--- src/rtl/wb_retire_queue_pkg.sv ---
// Shared constants for the write-back retire queue: source channel indices and default widths.
package wb_retire_queue_pkg;

    localparam int SRC_EX  = 0;
    localparam int SRC_MEM = 1;
    localparam int SRC_CSR = 2;

    localparam int DEF_NSRC    = 3;
    localparam int DEF_XLEN    = 64;
    localparam int DEF_RADDR_W = 5;
    localparam int DEF_DEPTH   = 4;

endpackage

--- src/rtl/wb_retire_queue_if.sv ---
// Upstream retire handshake plus register-file write port of the retire queue.
interface wb_retire_queue_if
    import wb_retire_queue_pkg::*;
#(
    parameter int NSRC    = DEF_NSRC,
    parameter int XLEN    = DEF_XLEN,
    parameter int RADDR_W = DEF_RADDR_W
) ();

    logic                   in_valid;
    logic                   in_ready;
    logic [NSRC-1:0]        src_wen;
    logic [NSRC*XLEN-1:0]   src_wdata;
    logic [RADDR_W-1:0]     in_rd;
    logic                   flush;
    logic                   rf_stall;
    logic                   rf_wen;
    logic [RADDR_W-1:0]     rf_waddr;
    logic [XLEN-1:0]        rf_wdata;
    logic [63:0]            commit_cnt;
    logic                   err_multi;

    modport master (
        output in_valid, src_wen, src_wdata, in_rd, flush, rf_stall,
        input  in_ready, rf_wen, rf_waddr, rf_wdata, commit_cnt, err_multi
    );

    modport slave (
        input  in_valid, src_wen, src_wdata, in_rd, flush, rf_stall,
        output in_ready, rf_wen, rf_waddr, rf_wdata, commit_cnt, err_multi
    );

endinterface

--- src/rtl/wb_src_sel.sv ---
// Lowest-index-wins selection of write-back data across source channels, plus multi-hot detect.
module wb_src_sel #(
    parameter int NSRC = 3,
    parameter int XLEN = 64
) (
    input  logic [NSRC-1:0]      wen,
    input  logic [NSRC*XLEN-1:0] wdata,
    output logic                 any_wen,
    output logic [XLEN-1:0]      sel_data,
    output logic                 multi_hot
);

    logic [NSRC-1:0] lower_any;
    logic [NSRC-1:0] grant;
    logic [NSRC-1:0] dup;
    logic [XLEN-1:0] masked [NSRC];

    genvar gi;
    generate
        for (gi = 0; gi < NSRC; gi++) begin : g_src
            if (gi == 0) begin : g_first
                assign lower_any[gi] = 1'b0;
            end else begin : g_rest
                assign lower_any[gi] = |wen[gi-1:0];
            end
            // A source wins only if no lower-index source is also writing.
            assign grant[gi]  = wen[gi] & ~lower_any[gi];
            assign dup[gi]    = wen[gi] &  lower_any[gi];
            assign masked[gi] = {XLEN{grant[gi]}} & wdata[gi*XLEN +: XLEN];
        end
    endgenerate

    always_comb begin
        sel_data = '0;
        for (int i = 0; i < NSRC; i++) begin
            sel_data = sel_data | masked[i];
        end
    end

    assign any_wen   = |wen;
    assign multi_hot = |dup;

endmodule

--- src/rtl/wb_retire_queue.sv ---
// In-order retire queue: captures one write-back per accepted instruction and drains it to the
// register file one entry per unstalled cycle through registered outputs.
module wb_retire_queue
    import wb_retire_queue_pkg::*;
#(
    parameter int NSRC    = DEF_NSRC,
    parameter int XLEN    = DEF_XLEN,
    parameter int RADDR_W = DEF_RADDR_W,
    parameter int DEPTH   = DEF_DEPTH
) (
    input  logic              clk,
    input  logic              rst,
    wb_retire_queue_if.slave  bus
);

    localparam int PTR_W   = $clog2(DEPTH);
    localparam int OCC_W   = PTR_W + 1;
    localparam int ENTRY_W = 1 + RADDR_W + XLEN;

    logic [ENTRY_W-1:0] entry_mem [DEPTH];

    logic [PTR_W-1:0]   head_reg;
    logic [PTR_W-1:0]   tail_reg;
    logic [OCC_W-1:0]   occ_reg;
    logic               live_reg;
    logic               rf_wen_reg;
    logic [RADDR_W-1:0] rf_waddr_reg;
    logic [XLEN-1:0]    rf_wdata_reg;
    logic [63:0]        commit_cnt_reg;
    logic               err_multi_reg;

    logic               any_wen;
    logic               multi_hot;
    logic [XLEN-1:0]    sel_data;
    logic               new_wen;
    logic [ENTRY_W-1:0] new_entry;
    logic [ENTRY_W-1:0] head_entry;
    logic               accept;
    logic               pop;

    wb_src_sel #(
        .NSRC (NSRC),
        .XLEN (XLEN)
    ) u_src_sel (
        .wen       (bus.src_wen),
        .wdata     (bus.src_wdata),
        .any_wen   (any_wen),
        .sel_data  (sel_data),
        .multi_hot (multi_hot)
    );

    // Writes to x0 are retired as no-ops so they still count but never reach the register file.
    assign new_wen   = any_wen & (bus.in_rd != '0);
    assign new_entry = {new_wen, bus.in_rd, new_wen ? sel_data : {XLEN{1'b0}}};

    // live_reg keeps in_ready low until the first edge after reset; no input feeds in_ready.
    assign bus.in_ready = live_reg & (occ_reg < OCC_W'(DEPTH));
    assign accept       = bus.in_valid & bus.in_ready & ~bus.flush;
    assign pop          = (occ_reg != '0) & ~bus.rf_stall & ~bus.flush;
    assign head_entry   = entry_mem[head_reg];

    always_ff @(posedge clk) begin
        if (accept) begin
            entry_mem[tail_reg] <= new_entry;
        end
    end

    always_ff @(posedge clk or negedge rst) begin
        if (!rst) begin
            head_reg       <= '0;
            tail_reg       <= '0;
            occ_reg        <= '0;
            live_reg       <= 1'b0;
            rf_wen_reg     <= 1'b0;
            rf_waddr_reg   <= '0;
            rf_wdata_reg   <= '0;
            commit_cnt_reg <= '0;
            err_multi_reg  <= 1'b0;
        end else begin
            live_reg <= 1'b1;
            if (bus.flush) begin
                head_reg <= '0;
                tail_reg <= '0;
                occ_reg  <= '0;
            end else begin
                if (accept) begin
                    tail_reg <= tail_reg + 1'b1;
                end
                if (pop) begin
                    head_reg <= head_reg + 1'b1;
                end
                case ({accept, pop})
                    2'b10:   occ_reg <= occ_reg + 1'b1;
                    2'b01:   occ_reg <= occ_reg - 1'b1;
                    default: occ_reg <= occ_reg;
                endcase
            end

            if (pop) begin
                {rf_wen_reg, rf_waddr_reg, rf_wdata_reg} <= head_entry;
                commit_cnt_reg <= commit_cnt_reg + 64'd1;
            end else begin
                rf_wen_reg   <= 1'b0;
                rf_waddr_reg <= '0;
                rf_wdata_reg <= '0;
            end

            if (accept && multi_hot) begin
                err_multi_reg <= 1'b1;
            end
        end
    end

    assign bus.rf_wen     = rf_wen_reg;
    assign bus.rf_waddr   = rf_waddr_reg;
    assign bus.rf_wdata   = rf_wdata_reg;
    assign bus.commit_cnt = commit_cnt_reg;
    assign bus.err_multi  = err_multi_reg;

endmodule

--- src/flat_wrapper.sv ---
// flat-port wrapper written by rule: the top's interface ports become plain ports
module wb_retire_queue_flat import wb_retire_queue_pkg::*;
#(
    parameter int NSRC    = DEF_NSRC,
    parameter int XLEN    = DEF_XLEN,
    parameter int RADDR_W = DEF_RADDR_W,
    parameter int DEPTH   = DEF_DEPTH
)
  (clk, rst, bus_in_valid, bus_src_wen, bus_src_wdata, bus_in_rd, bus_flush, bus_rf_stall, bus_in_ready, bus_rf_wen, bus_rf_waddr, bus_rf_wdata, bus_commit_cnt, bus_err_multi);
  wb_retire_queue_if #(.NSRC(NSRC), .XLEN(XLEN), .RADDR_W(RADDR_W)) bus_i ();
  input  logic clk;
  input  logic rst;
  input wire logic [$bits(bus_i.in_valid)-1:0] bus_in_valid;
  input wire logic [$bits(bus_i.src_wen)-1:0] bus_src_wen;
  input wire logic [$bits(bus_i.src_wdata)-1:0] bus_src_wdata;
  input wire logic [$bits(bus_i.in_rd)-1:0] bus_in_rd;
  input wire logic [$bits(bus_i.flush)-1:0] bus_flush;
  input wire logic [$bits(bus_i.rf_stall)-1:0] bus_rf_stall;
  output wire logic [$bits(bus_i.in_ready)-1:0] bus_in_ready;
  output wire logic [$bits(bus_i.rf_wen)-1:0] bus_rf_wen;
  output wire logic [$bits(bus_i.rf_waddr)-1:0] bus_rf_waddr;
  output wire logic [$bits(bus_i.rf_wdata)-1:0] bus_rf_wdata;
  output wire logic [$bits(bus_i.commit_cnt)-1:0] bus_commit_cnt;
  output wire logic [$bits(bus_i.err_multi)-1:0] bus_err_multi;
  assign bus_i.in_valid = bus_in_valid;
  assign bus_i.src_wen = bus_src_wen;
  assign bus_i.src_wdata = bus_src_wdata;
  assign bus_i.in_rd = bus_in_rd;
  assign bus_i.flush = bus_flush;
  assign bus_i.rf_stall = bus_rf_stall;
  assign bus_in_ready = bus_i.in_ready;
  assign bus_rf_wen = bus_i.rf_wen;
  assign bus_rf_waddr = bus_i.rf_waddr;
  assign bus_rf_wdata = bus_i.rf_wdata;
  assign bus_commit_cnt = bus_i.commit_cnt;
  assign bus_err_multi = bus_i.err_multi;
  wb_retire_queue #(.NSRC(NSRC), .XLEN(XLEN), .RADDR_W(RADDR_W), .DEPTH(DEPTH)) u_core (.clk(clk), .rst(rst), .bus(bus_i));
endmodule
--- config.mk ---
export PLATFORM = sky130hd
export DESIGN_NAME = wb_retire_queue_flat
export DESIGN_NICKNAME = d
export VERILOG_FILES = /design/src/rtl/wb_retire_queue_pkg.sv /design/src/rtl/wb_retire_queue_if.sv /design/src/rtl/wb_src_sel.sv /design/src/rtl/wb_retire_queue.sv /design/src/flat_wrapper.sv
export SDC_FILE = /design/constraint.sdc
export NUM_CORES = 1
export LEC_CHECK = 0
export BUFFER_PORTS_ARGS = -buffer_cell sky130_fd_sc_hd__buf_2
export CAP_MARGIN = 25
export CORE_ASPECT_RATIO = 1.2
export CORE_MARGIN = 4
export CORE_UTILIZATION = 57
export CTS_BUF_LIST = sky130_fd_sc_hd__clkbuf_8
export DETAILED_ROUTE_END_ITERATION = 6
export PLACE_DENSITY = 0.86
export SYNTH_ARGS = -nofsm -noshare
export SYNTH_HDL_FRONTEND = slang
export SYNTH_SLANG_ARGS = --single-unit
--- constraint.sdc ---
create_clock -name clk -period 3.8 [get_ports clk]
set_input_delay 0.57 -clock clk [delete_from_list [all_inputs] [get_ports clk]]
set_output_delay 0.57 -clock clk [all_outputs]
set_load 0.05 [all_outputs]
# Word level (Yosys, flattened, before mapping)
# Memory sizes are Yosys's and may differ from the RTL's.
# Cells that the tools add are included.
[classes]
n_reduce_logical = 9
addsub = 5
magnitude_cmp = 1
bitwise_logic = 19
muxes = 12
eq_ne = 2
[op_table]
columns = ["op", "n"]
rows = [
  ["64-bit bitwise AND", 3],
  ["64-bit two-way mux", 2],
  ["64-bit bitwise OR", 2],
  ["64-bit by 1-bit adder with 64-bit output, second input constant", 1],
  ["1-bit bitwise AND", 10],
  ["2-bit two-way mux", 4],
  ["3-bit one-hot mux with 2 select lines", 1],
  ["3-bit nonzero test", 2],
  ["5-bit two-way mux", 1],
  ["5-bit nonzero test", 1],
  ["2-bit by 1-bit adder with 2-bit output, second input constant", 2],
  ["1-bit NOT", 4],
  ["2-bit nonzero test", 2],
  ["2-bit OR reduction", 2],
  ["3-bit by 1-bit adder with 3-bit output, second input constant", 1],
  ["3-bit less-than comparator, second input constant", 1],
  ["1-bit two-way mux", 3],
  ["3-bit two-way mux", 1],
  ["3-bit OR reduction", 1],
  ["3-bit by 1-bit subtractor with 3-bit output, second input constant", 1],
  ["2-bit by 1-bit == test with 1-bit output, second input constant", 1],
  ["2-bit == test, second input constant", 1],
  ["1-bit logical AND", 1],
]
[totals]
inputBits = 205
regBits = 143
memories = 1
word_cells = 58
output_inout_bits = 136
ram_bits = 280
[mem_list]
columns = ["name", "depth", "width", "read_ports", "rd_ports_with_merged_regs", "wr", "line_no", "text"]
rows = [
  ["u_core.entry_mem", 4, 70, 1, 0, 1, "wb_retire_queue.sv:20", "logic [ENTRY_W-1:0] entry_mem [DEPTH];"],
]

# Longest topological paths before layout
# Gate-level depths: netlist of the first run.
[depth]
depth_word = 7
depth_mapped = 8
depth_no_buf = 7

# Cells and area by module
# Synthesis of the first run repeated with hierarchy kept, for this count alone.
[unflattened]
hier_cells = 1215
hier_area_um2 = 18009.8
[modules_own_cells]
columns = ["module", "seq_area_each_um2", "instances", "cells_each", "area_per_inst_um2"]
rows = [
  ["wb_retire_queue", 11986.5, 1, 922, 16274.4],
  ["wb_src_sel", 0.0, 1, 293, 1735.4],
]

# Least setup slack after synthesis of the first run
# Ideal clock, no wire load.
[synth_path]
path_type = "register -> register"
startpoint = "reg u_core.occ_reg[2]"
endpoint = "mem u_core.entry_mem[0][0] in the netlist's numbering (enable)"
setup_slack_ns = -0.083
n_path_buf = 0
arrival_ns = 3.447
stages_incl_launch_ff = 5
t_required_ns = 3.364
period_less_slack_ns = 3.883
path_cell_list = "dfrtp_1 -> nor2b_1 -> nand2_1 -> nor2_1 -> and2_1"
[synth_between]
elab_chain_cells = 6
[synth_rtl]
columns = ["element", "line_no", "text"]
rows = [
  ["start: declaration", "wb_retire_queue.sv:24", "logic [OCC_W-1:0] occ_reg;"],
  ["start signal: assignment", "wb_retire_queue.sv:93", "2'b10: occ_reg <= occ_reg + 1'b1;"],
  ["start signal: assignment", "wb_retire_queue.sv:94", "2'b01: occ_reg <= occ_reg - 1'b1;"],
  ["start signal: assignment", "wb_retire_queue.sv:95", "default: occ_reg <= occ_reg;"],
  ["3-bit less-than comparator", "wb_retire_queue.sv:57", "assign bus.in_ready = live_reg & (occ_reg < OCC_W'(DEPTH));"],
  ["1-bit bitwise AND", "wb_retire_queue.sv:57", ""],
  ["net bus_in_ready", "flat_wrapper.sv:19", "output wire logic [$bits(bus_i.in_ready)-1:0] bus_in_ready;"],
  ["1-bit bitwise AND (2 in series)", "wb_retire_queue.sv:58", "assign accept = bus.in_valid & bus.in_ready & ~bus.flush;"],
  ["1-bit two-way mux", "wb_retire_queue.sv:63", "if (accept) begin"],
  ["1-bit two-way mux (not written as such)", "wb_retire_queue.sv:64", "entry_mem[tail_reg] <= new_entry;"],
  ["end: declaration", "wb_retire_queue.sv:20", ""],
]
# The timed path passes the listed nets, and every way through them passes these cells.

# Worst setup path in the final report of the first run
[layout_path]
startpoint = "reg u_core.occ_reg[2]"
endpoint = "mem u_core.entry_mem[2][6] in the netlist's numbering (enable)"
[layout_between]
elab_chain_cells = 6
[layout_rtl]
columns = ["element", "line_no"]
rows = [
  ["3-bit less-than comparator", "wb_retire_queue.sv:57"],
  ["1-bit bitwise AND", "wb_retire_queue.sv:57"],
  ["1-bit bitwise AND (2 in series)", "wb_retire_queue.sv:58"],
  ["1-bit two-way mux", "wb_retire_queue.sv:63"],
  ["1-bit two-way mux (not written as such)", "wb_retire_queue.sv:64"],
]
# Every way passes these cells.

==> impl_metrics.toml, run 1 <==
[cts]
clockBufferDepth = 3
hold_buffers = 1
clock_sinks = 423
clock-root-buffer = "clkbuf_8"
clk_pin_slew_worst_paths_ps = 60
h-tree-depth = 2
post_cts_resized = 0
cts_tree = "done"
cts_buffers = 61
insertion_delay_ps = 620
cts_setup_buffers = 0

[place]
hpwl_um = 27900
gp_congestion = 0.898
placedCellCount = 1841
place_area_sq_um = 19500
io_buffers = 340

[timing]
hold_viol_final = 0
setup_viol = 0
holdWs_ps = 202
tightest_slew_ps = 1080
fin_tns_setup_ps = 0
finClkSkew_ps = 19.2
min_period_over_period_pct = 67.8
rsz0062_at_grt = "false"
fmax_ghz = 0.388
period_needed_ps = 2580
slew_viol_final = 0
relSlewSlack_pct = 28.3

[power_and_ir_drop]
ir_drop_mv = 0.402
comb_power_share_pct = 17.9
powerDensity_nw_per_um2 = 527
power_frac_clock_pct = 32.9
p_int_mw = 7.91
leakagePower_nw = 8.66
swShare_pct = 27.8
p_sw_mw = 3.05
p_seq_share_pct = 49.2

[synth]
yosys-top-cells-count = "edfxtp_1 (280), nor2_1 (153), dfrtp_1 (143)"
synth_edf_count = 280
synth_nets = 1370
ys_ff_latch = 423
synth_top_area_share_pct = 48.5
ys_types = 40
avgSynthCellArea_sq_um = 15.0
yosysWarnings = 0
synthCells = 1159
ys_top_cells_by_area = "edfxtp_1 (49%), dfrtp_1 (21%), mux4_2 (9.1%)"
yosysMostFrequentCell = "edfxtp_1"
synthArstFlopShare_pct = 33.8
ys_seq_area_share_pct = 69.2
synth_flop_cell = "edfxtp_1"
yosysTopAreaCell = "edfxtp_1"
mappedNetlistArea_sq_um = 17300

[critical_path]
criticalPathCategory = "register to register"
r2r_slack_ps = 1220
critPathArrivalTime_ps = 2880
cp_max_fo = 46
cp-start-kind = "register"
end_kind = "register"
crit_required_ps = 4100

[drt]
viasPerCell = 5.84
wl_per_cell_um = 21.6
vias = 11436
wl_um = 42200
drt-pass1-iter-count = 5
drc_errors = 0
ant_nets = 0
drt-initial-drc-count = 1153

[final_layout]
largest_register_ffs = 280
area_growth_pct = 19.9
fin_util_pct = 69.8
drive_gt1_share_pct = 34.4
nFillCells = 1908
multi_input_area_sq_um = 5060
register_area_sq_um = 12000
nets = 1726
layout.cells.non_filler = 1959
final_area_sq_um = 20800

[floorplan]
core-area_sq_um = 29800
die_w_um = 167
rows = 69
fp.dieH_um = 199
io_pins = 341
die_area_sq_um = 33300
start_util_pct = 58.2

[global_route]
antenna_found_initial = 2
grt_max_degree = 86
grt_pass1_wl_um = 64300
grt_overflow_total = 0
first_global_vias = 11653
grt_use_total_pct = 25.0

[run_status]
status = "finished clean"

[flow_run]
cap_violations = 0

[worst_hold_path]
min_path_type = "primary input to register"
[layout by cell type, fill, tap and decap left out, drive strengths merged, types with 3 or more instances in the layout]
master	synthesis	routed
a21oi	67	67
a22oi	64	64
and2	75	75
and3	8	8
and4	3	3
buf	12	360
bufinv	0	4
clkbuf	56	69
clkinv	0	18
dfrtp	143	143
edfxtp	280	280
ha	5	5
inv	12	37
mux4	70	70
nand2	28	28
nand3	28	28
nand4	24	24
nor2	153	153
nor2b	3	3
nor3	29	29
nor4	14	14
or4	3	3
xnor2	28	28
xor2	40	40
[cell type report]
cell class,instances,share of cell area [%]
sequential,423,57.7
inverter,12,0.217
timing repair buffer,361,9.30
clock buffer,69,4.57
clock inverter,47,1.47
tap,390,2.35
antenna,1,0.0120
multi-input combinational,656,24.4
[cell families after synthesis]
kind of cell	Yosys count	synth area share, %
compound gates	135	4.88
other cells	1	0.0216
buf+inv	80	1.85
mux	71	9.15
flops	423	69.2
fa+ha+maj	7	0.534
simple gates	374	11.0
xor+xnor	68	3.44
[critical path, cell delays in order, from the launching register on]
cell,delay (ps)
dfrtp_1,410
nor2b_1,250
nand2_1,220
nor2_1,300
and2_4,690
buf_4,360
[path summary, 6_finish.rpt]
| check | start | end | cells after the start |
|---|---|---|---|
| max | u_core.occ_reg[2]$_DFFE_PN0P_ | u_core.entry_mem[2][6]$_DFFE_PP_ | 5 |
| min | bus_in_rd[2] | u_core.entry_mem[3][66]$_DFFE_PP_ | 1 |
| max reg2reg | u_core.occ_reg[2]$_DFFE_PN0P_ | u_core.entry_mem[2][6]$_DFFE_PP_ | 5 |
| min reg2reg | u_core.bus.commit_cnt[63]$_DFFE_PN0P_ | u_core.bus.commit_cnt[63]$_DFFE_PN0P_ | 1 |
| max in group asynchronous | rst | u_core.bus.rf_wdata[28]$_DFF_PN0_ | 3 |
| min in group asynchronous | rst | u_core.bus.commit_cnt[50]$_DFFE_PN0P_ | 2 |
[stage by stage]
stage	setup slack (ps)	power (mW)
after floorplan	681	6.84
after global routing	1040	11.4
final	1220	11.0
after global placement	1230	7.41
after detailed placement	1170	7.45
after CTS	1200	11.1
[layer usage]
layer	track usage, %	vias up	share of wire [%]
met2	42.3	631	51
met1	32.4	5636	37
met4	9.23	0	3.4
met3	5.61	104	8.6
li1	-	5065	-
met5	0	-	0
[power groups by stage]
stage | Combinational [mW] | Clock [mW] | Sequential, mW
final | 1.96 | 3.61 | 5.39
after detailed placement | 1.97 | 0 | 5.49
after floorplan | 1.08 | 0 | 5.76
after global placement | 1.93 | 0 | 5.48
after CTS | 1.98 | 3.67 | 5.40
after global routing | 2.10 | 3.91 | 5.43
(Power assumes the default switching activity.)
==> inputs of run 2 (changes only) <==
- ABC_AREA: not set -> 1
- CORE_UTILIZATION: 57 -> 52
- PLACE_DENSITY: 0.86 -> 0.82
- clock period: 3.8 -> 2.2 ns (I/O delays scaled with it)
==> impl_metrics.toml, run 2 <==
[run_status]
status = "finished clean"

[synth]
avgSynthCellArea_sq_um = 10.2
synth_fa_ha_area_share_pct = 0.455
yosys-top-cells-count = "nor2_1 (370), nand2_1 (367), edfxtp_1 (280)"
ys_ff_latch = 423
yosys.area_share.simple_pct = 19.4
yosysTopAreaCell = "edfxtp_1"
mappedNetlistArea_sq_um = 18100
synth_xor_area_share_pct = 2.12
synth_flop_cell = "edfxtp_1"
synth_nets = 1982
synth_top_area_share_pct = 46.3
ys_top_cells_by_area = "edfxtp_1 (46%), dfrtp_1 (20%), nor2_1 (7.7%)"
synthMuxAreaShare_pct = 0
synth_top_family_by_area = "simple AND/OR/NAND/NOR gates"
yosysMostFrequentCell = "nor2_1"
synth_compound_area_share_pct = 8.46
ys_types = 38
ys_seq_area_share_pct = 66.1
synthCells = 1771
synthArstFlopShare_pct = 33.8
synth_edf_count = 280
yosysWarnings = 0

[critical_path]
criticalPathCategory = "register to register"
r2r_start = "u_core.occ_reg[2]$_DFFE_PN0P_"
reg2regPathDepth = 10
rr_endpoint = "u_core.occ_reg[2]$_DFFE_PN0P_"
cp_max_fo = 8
crit_required_ps = 2690
r2r_slack_ps = 240
end_kind = "register"
cp-start-kind = "register"
critPathArrivalTime_ps = 2450

[global_route]
grt_pass1_wl_um = 71500
grt_max_degree = 115
grt_overflow_total = 0
first_global_vias = 13840
antenna_found_initial = 0
grt_use_total_pct = 23.9

[final_layout]
diodes = 0
drive_gt1_share_pct = 23.9
largest_register_ffs = 280
area_growth_pct = 21.1
nFillCells = 2637
layout_commonest_cell = "nand2_1"
nets = 2343
final_cell_mix = "nand2_1 (367), nor2_1 (364), buf_2 (339), edfxtp_1 (280), o21ai_0 (148)"

[drt]
vias = 14300
wl_per_cell_um = 17.6
drc_errors = 0
drt-pass1-iter-count = 5
viasPerCell = 5.41
ant_nets = 0
wl_um = 46400
drt-initial-drc-count = 1226

[cts]
h-tree-depth = 2
cts_buffers = 61
clk_pin_slew_worst_paths_ps = 60
cts_tree = "done"
clock-root-buffer = "clkbuf_8"
clockBufferDepth = 3
post_cts_resized = 0
insertion_delay_ps = 630
clock_sinks = 423

[timing]
fmax_ghz = 0.510
min_period_over_period_pct = 89.2
hold_viol_final = 0
holdWs_ps = 102
finClkSkew_ps = 31.1
period_needed_ps = 1960
relSlewSlack_pct = 63.6
slew_viol_final = 0
rsz0062_at_grt = "false"
setup_viol = 0
tightest_slew_ps = 546

[floorplan]
die_w_um = 179
rows = 74
io_pins = 341
start_util_pct = 53.0
die_area_sq_um = 38000
fp.dieH_um = 213
core-area_sq_um = 34300

[power_and_ir_drop]
powerDensity_nw_per_um2 = 893
power_mw = 19.6
ir_drop_mv = 0.568
leakagePower_nw = 9.17

[worst_hold_path]
min_path_cells = 4
min_from = "bus_rf_stall"
min_path_type = "primary input to register"
hold_path_end = "u_core.head_reg[0]$_DFFE_PN0P_"

[flow_run]
cap_violations = 0

[place]
gp_congestion = 0.968
io_buffers = 340
hpwl_um = 31500
==> run 2: changes by cell type after synthesis, sizes merged, moves of 7 or more <==
cell	before	now
nand2	28	380
nor2	153	395
o21ai	1	151
and2	75	1
mux4	70	0
a22oi	64	0
a31oi	0	64
inv	12	72
buf	12	38
xor2	40	22
nor4	14	1
clkbuf	56	44
nor3	29	18
and3	8	1
==> run 2: power breakdown <==
group,internal (mW),switching (mW)
sequential,9.00,0.279
combinational,1.07,3.00
clock,3.35,2.92
total,13.4,6.20
==> run 2: worst max path at each step <==
stage                             startpoint                                to  slack, ps  cells after the start
2_1_floorplan  u_core.occ_reg[2]$_DFFE_PN0P_  u_core.entry_mem[0][0]$_DFFE_PP_       -250                      3
3_3_place_gp   u_core.occ_reg[2]$_DFFE_PN0P_     u_core.occ_reg[2]$_DFFE_PN0P_        260                     10
3_5_place_dp   u_core.occ_reg[2]$_DFFE_PN0P_     u_core.occ_reg[2]$_DFFE_PN0P_        250                     10
4_1_cts        u_core.occ_reg[2]$_DFFE_PN0P_     u_core.occ_reg[2]$_DFFE_PN0P_        230                     10
5_1_grt        u_core.occ_reg[0]$_DFFE_PN0P_     u_core.occ_reg[2]$_DFFE_PN0P_         60                     10
6_report       u_core.occ_reg[2]$_DFFE_PN0P_     u_core.occ_reg[2]$_DFFE_PN0P_        240                     10
==> run 2: cells by family (layout without fill, tap and decap cells) <==
kind of cell	count (synthesis)	in the layout
compound gates	290	290
fa+ha+maj	6	6
other cells	1	1
xor+xnor	44	44
buf+inv	155	569
flops	423	423
simple gates	852	852
==> run 2: repair_timing <==
item	4_1_cts	5_1_grt
setup buffers	0	0
endpoints found under the setup margin	0	0
hold buffers	6	0
endpoints found under the hold margin	69	0
==> run 2: final cells by class <==
cell class / count / area, sq um / area share [%]
Tap cell: 456 / 571 / 2.60
Timing Repair Buffer: 380 / 2240 / 10.2
Multi-Input combinational cell: 1193 / 5620 / 25.6
Inverter: 73 / 277 / 1.26
Clock buffer: 79 / 1090 / 4.95
Sequential cell: 423 / 12000 / 54.6
Clock inverter: 37 / 193 / 0.877
==> run 2: layer usage <==
layer	GRT usage, %	vias to the layer above	wire length (um)
met5	0	-	0
met4	7.47	0	1250
met3	4.48	94	3630
li1	-	6710	-
met2	41.8	673	23700
met1	30.3	6823	17800
==> run 2: metrics by stage <==
step	TNS, ps	cells	util (%)	area [sq um]	worst slack, ps
floorplan	-65540	1771	-	18200	-251
global placement	0	2519	60.2	20600	258
detailed placement	0	2519	60.2	20600	252
CTS	0	2641	64.1	22000	232
global route	0	2641	64.1	22000	59.0
finish	0	2641	64.1	22000	239
==> run 2: critical path, stage by stage (launching register included) <==
cell and delay (ps):
dfrtp_1 440, inv_2 90, nand3_2 100, nand3_4 160
clkinv_2 80, nand2_1 110, inv_1 60, fa_1 370
xor2_1 180, xor2_1 160, o22ai_1 80
==> inputs of run 3 (changes only) <==
- CORE_UTILIZATION: 52 -> 60
- PLACE_DENSITY: 0.82 -> 0.89
- clock period: 2.2 -> 2.53 ns (I/O delays scaled with it)
==> impl_metrics.toml, run 3 (same netlist as run 2, synthesis figures left out) <==
[run_status]
status = "finished clean"

[final_layout]
largest_register_ffs = 280
layout_commonest_cell = "nand2_1"
drive_gt1_share_pct = 23.5
multi_input_area_sq_um = 5620
fin_util_pct = 73.0
area_growth_pct = 19.5
register_area_sq_um = 12000
nFillCells = 2001
layout.cells.non_filler = 2561
nets = 2331
final_area_sq_um = 21700
final_cell_mix = "nand2_1 (367), nor2_1 (364), buf_2 (339), edfxtp_1 (280), o21ai_0 (148)"

[cts]
cts_tree = "done"
cts_buffers = 66
clockBufferDepth = 3
clock_sinks = 423
h-tree-depth = 3
cts_setup_buffers = 0
clock-root-buffer = "clkbuf_8"
insertion_delay_ps = 580
clk_pin_slew_worst_paths_ps = 60

[floorplan]
core-area_sq_um = 29700
start_util_pct = 61.1
rows = 69
die_area_sq_um = 33100
fp.dieH_um = 198
die_w_um = 167
io_pins = 341

[drt]
viasPerCell = 5.71
wl_per_cell_um = 19.0
drt-initial-drc-count = 1841
drt-pass1-iter-count = 6
ant_nets = 0
vias = 14627
drc_errors = 0
wl_um = 48700

[critical_path]
criticalPathCategory = "register to register"
crit_chain = "inv_1, nand3_2, nand3_4, clkinv_2, nand2_1, inv_1, fa_1, xor2_1, xor2_1, o22ai_1"
cp_max_fo = 14
crit_required_ps = 2980
crit_family = "simple AND/OR/NAND/NOR gates"
end_kind = "register"
cpPeakStageDelay_ps = 410
cp-start-kind = "register"
critPathArrivalTime_ps = 2730
cpMaxStageDelayCell = "dfrtp_1"
critPathBufInv = 3

[timing]
fmax_ghz = 0.439
relSlewSlack_pct = 55.0
setup_viol = 0
period_needed_ps = 2280
slew_viol_final = 0
hold_viol_final = 0
fin_tns_setup_ps = 0
finClkSkew_ps = 20.2
rsz0062_at_grt = "false"
holdWs_ps = 44.6
min_period_over_period_pct = 90.0
setup_slack_ps = 254
tightest_slew_ps = 675

[global_route]
grt_use_met3_pct = 5.61
antenna_found_initial = 2
first_global_vias = 14737
grtUsageMet1_pct = 33.9
grt_use_total_pct = 28.5
grt_pass1_wl_um = 74400
grt_max_degree = 122
gr-max-usage-layer = "met2"
grt_overflow_total = 0
grtUsageMet2_pct = 49.6

[flow_run]
cap_violations = 0

[place]
place_area_sq_um = 20400
gp_congestion = 0.970
placedCellCount = 2440
hpwl_um = 31200
io_buffers = 340
dpl_worst_slack_ps = 208

[power_and_ir_drop]
leakagePower_nw = 9.05
powerDensity_nw_per_um2 = 793
power_mw = 17.2
ir_drop_mv = 0.679

[worst_hold_path]
min_path_type = "primary input to register"
==> run 3: repair_timing <==
item | in CTS | in global routing
gates resized for setup | 0 | 0
hold buffers | 2 | 0
hold endpoints to repair | 46 | 0
==> run 3: metal layers <==
metal | wire length, um | vias to the layer above | share of wire [%]
met5 | 17 | - | 0.035
li1 | - | 6665 | -
met3 | 4400 | 173 | 9.0
met4 | 2310 | 2 | 4.8
met1 | 17600 | 6913 | 36
met2 | 24400 | 874 | 50
==> run 3: path summary, 6_finish.rpt <==
path,from,end,slack [ps],cells past startpoint
max in group asynchronous,rst,u_core.bus.commit_cnt[63]$_DFFE_PN0P_,1450,3
min in group asynchronous,rst,u_core.bus.commit_cnt[17]$_DFFE_PN0P_,310,2
worst max-delay path,u_core.occ_reg[0]$_DFFE_PN0P_,u_core.occ_reg[2]$_DFFE_PN0P_,250,10
worst min register to register,u_core.bus.err_multi$_DFFE_PN0P_,u_core.bus.err_multi$_DFFE_PN0P_,500,1
worst min-delay path,bus_in_rd[4],u_core.entry_mem[0][68]$_DFFE_PP_,40,1
worst max register to register,u_core.occ_reg[0]$_DFFE_PN0P_,u_core.occ_reg[2]$_DFFE_PN0P_,250,10
==> run 3: area by class of cell <==
class | instances | share of cell area (%)
Tap cell | 390 | 2.25
Clock buffer | 78 | 4.95
Inverter | 73 | 1.28
Clock inverter | 40 | 0.999
Multi-Input combinational cell | 1193 | 25.9
Antenna cell | 1 | 0.0115
Timing Repair Buffer | 363 | 9.28
Sequential cell | 423 | 55.3
==> run 3: power breakdown <==
part | total (mW) | switching (mW) | internal, mW | leakage (nW)
registers | 8.13 | 0.300 | 7.83 | 4.50
clock network | 5.59 | 2.58 | 3.01 | 0.751
logic | 3.47 | 2.60 | 0.875 | 3.80
total | 17.2 | 5.48 | 11.7 | 9.05
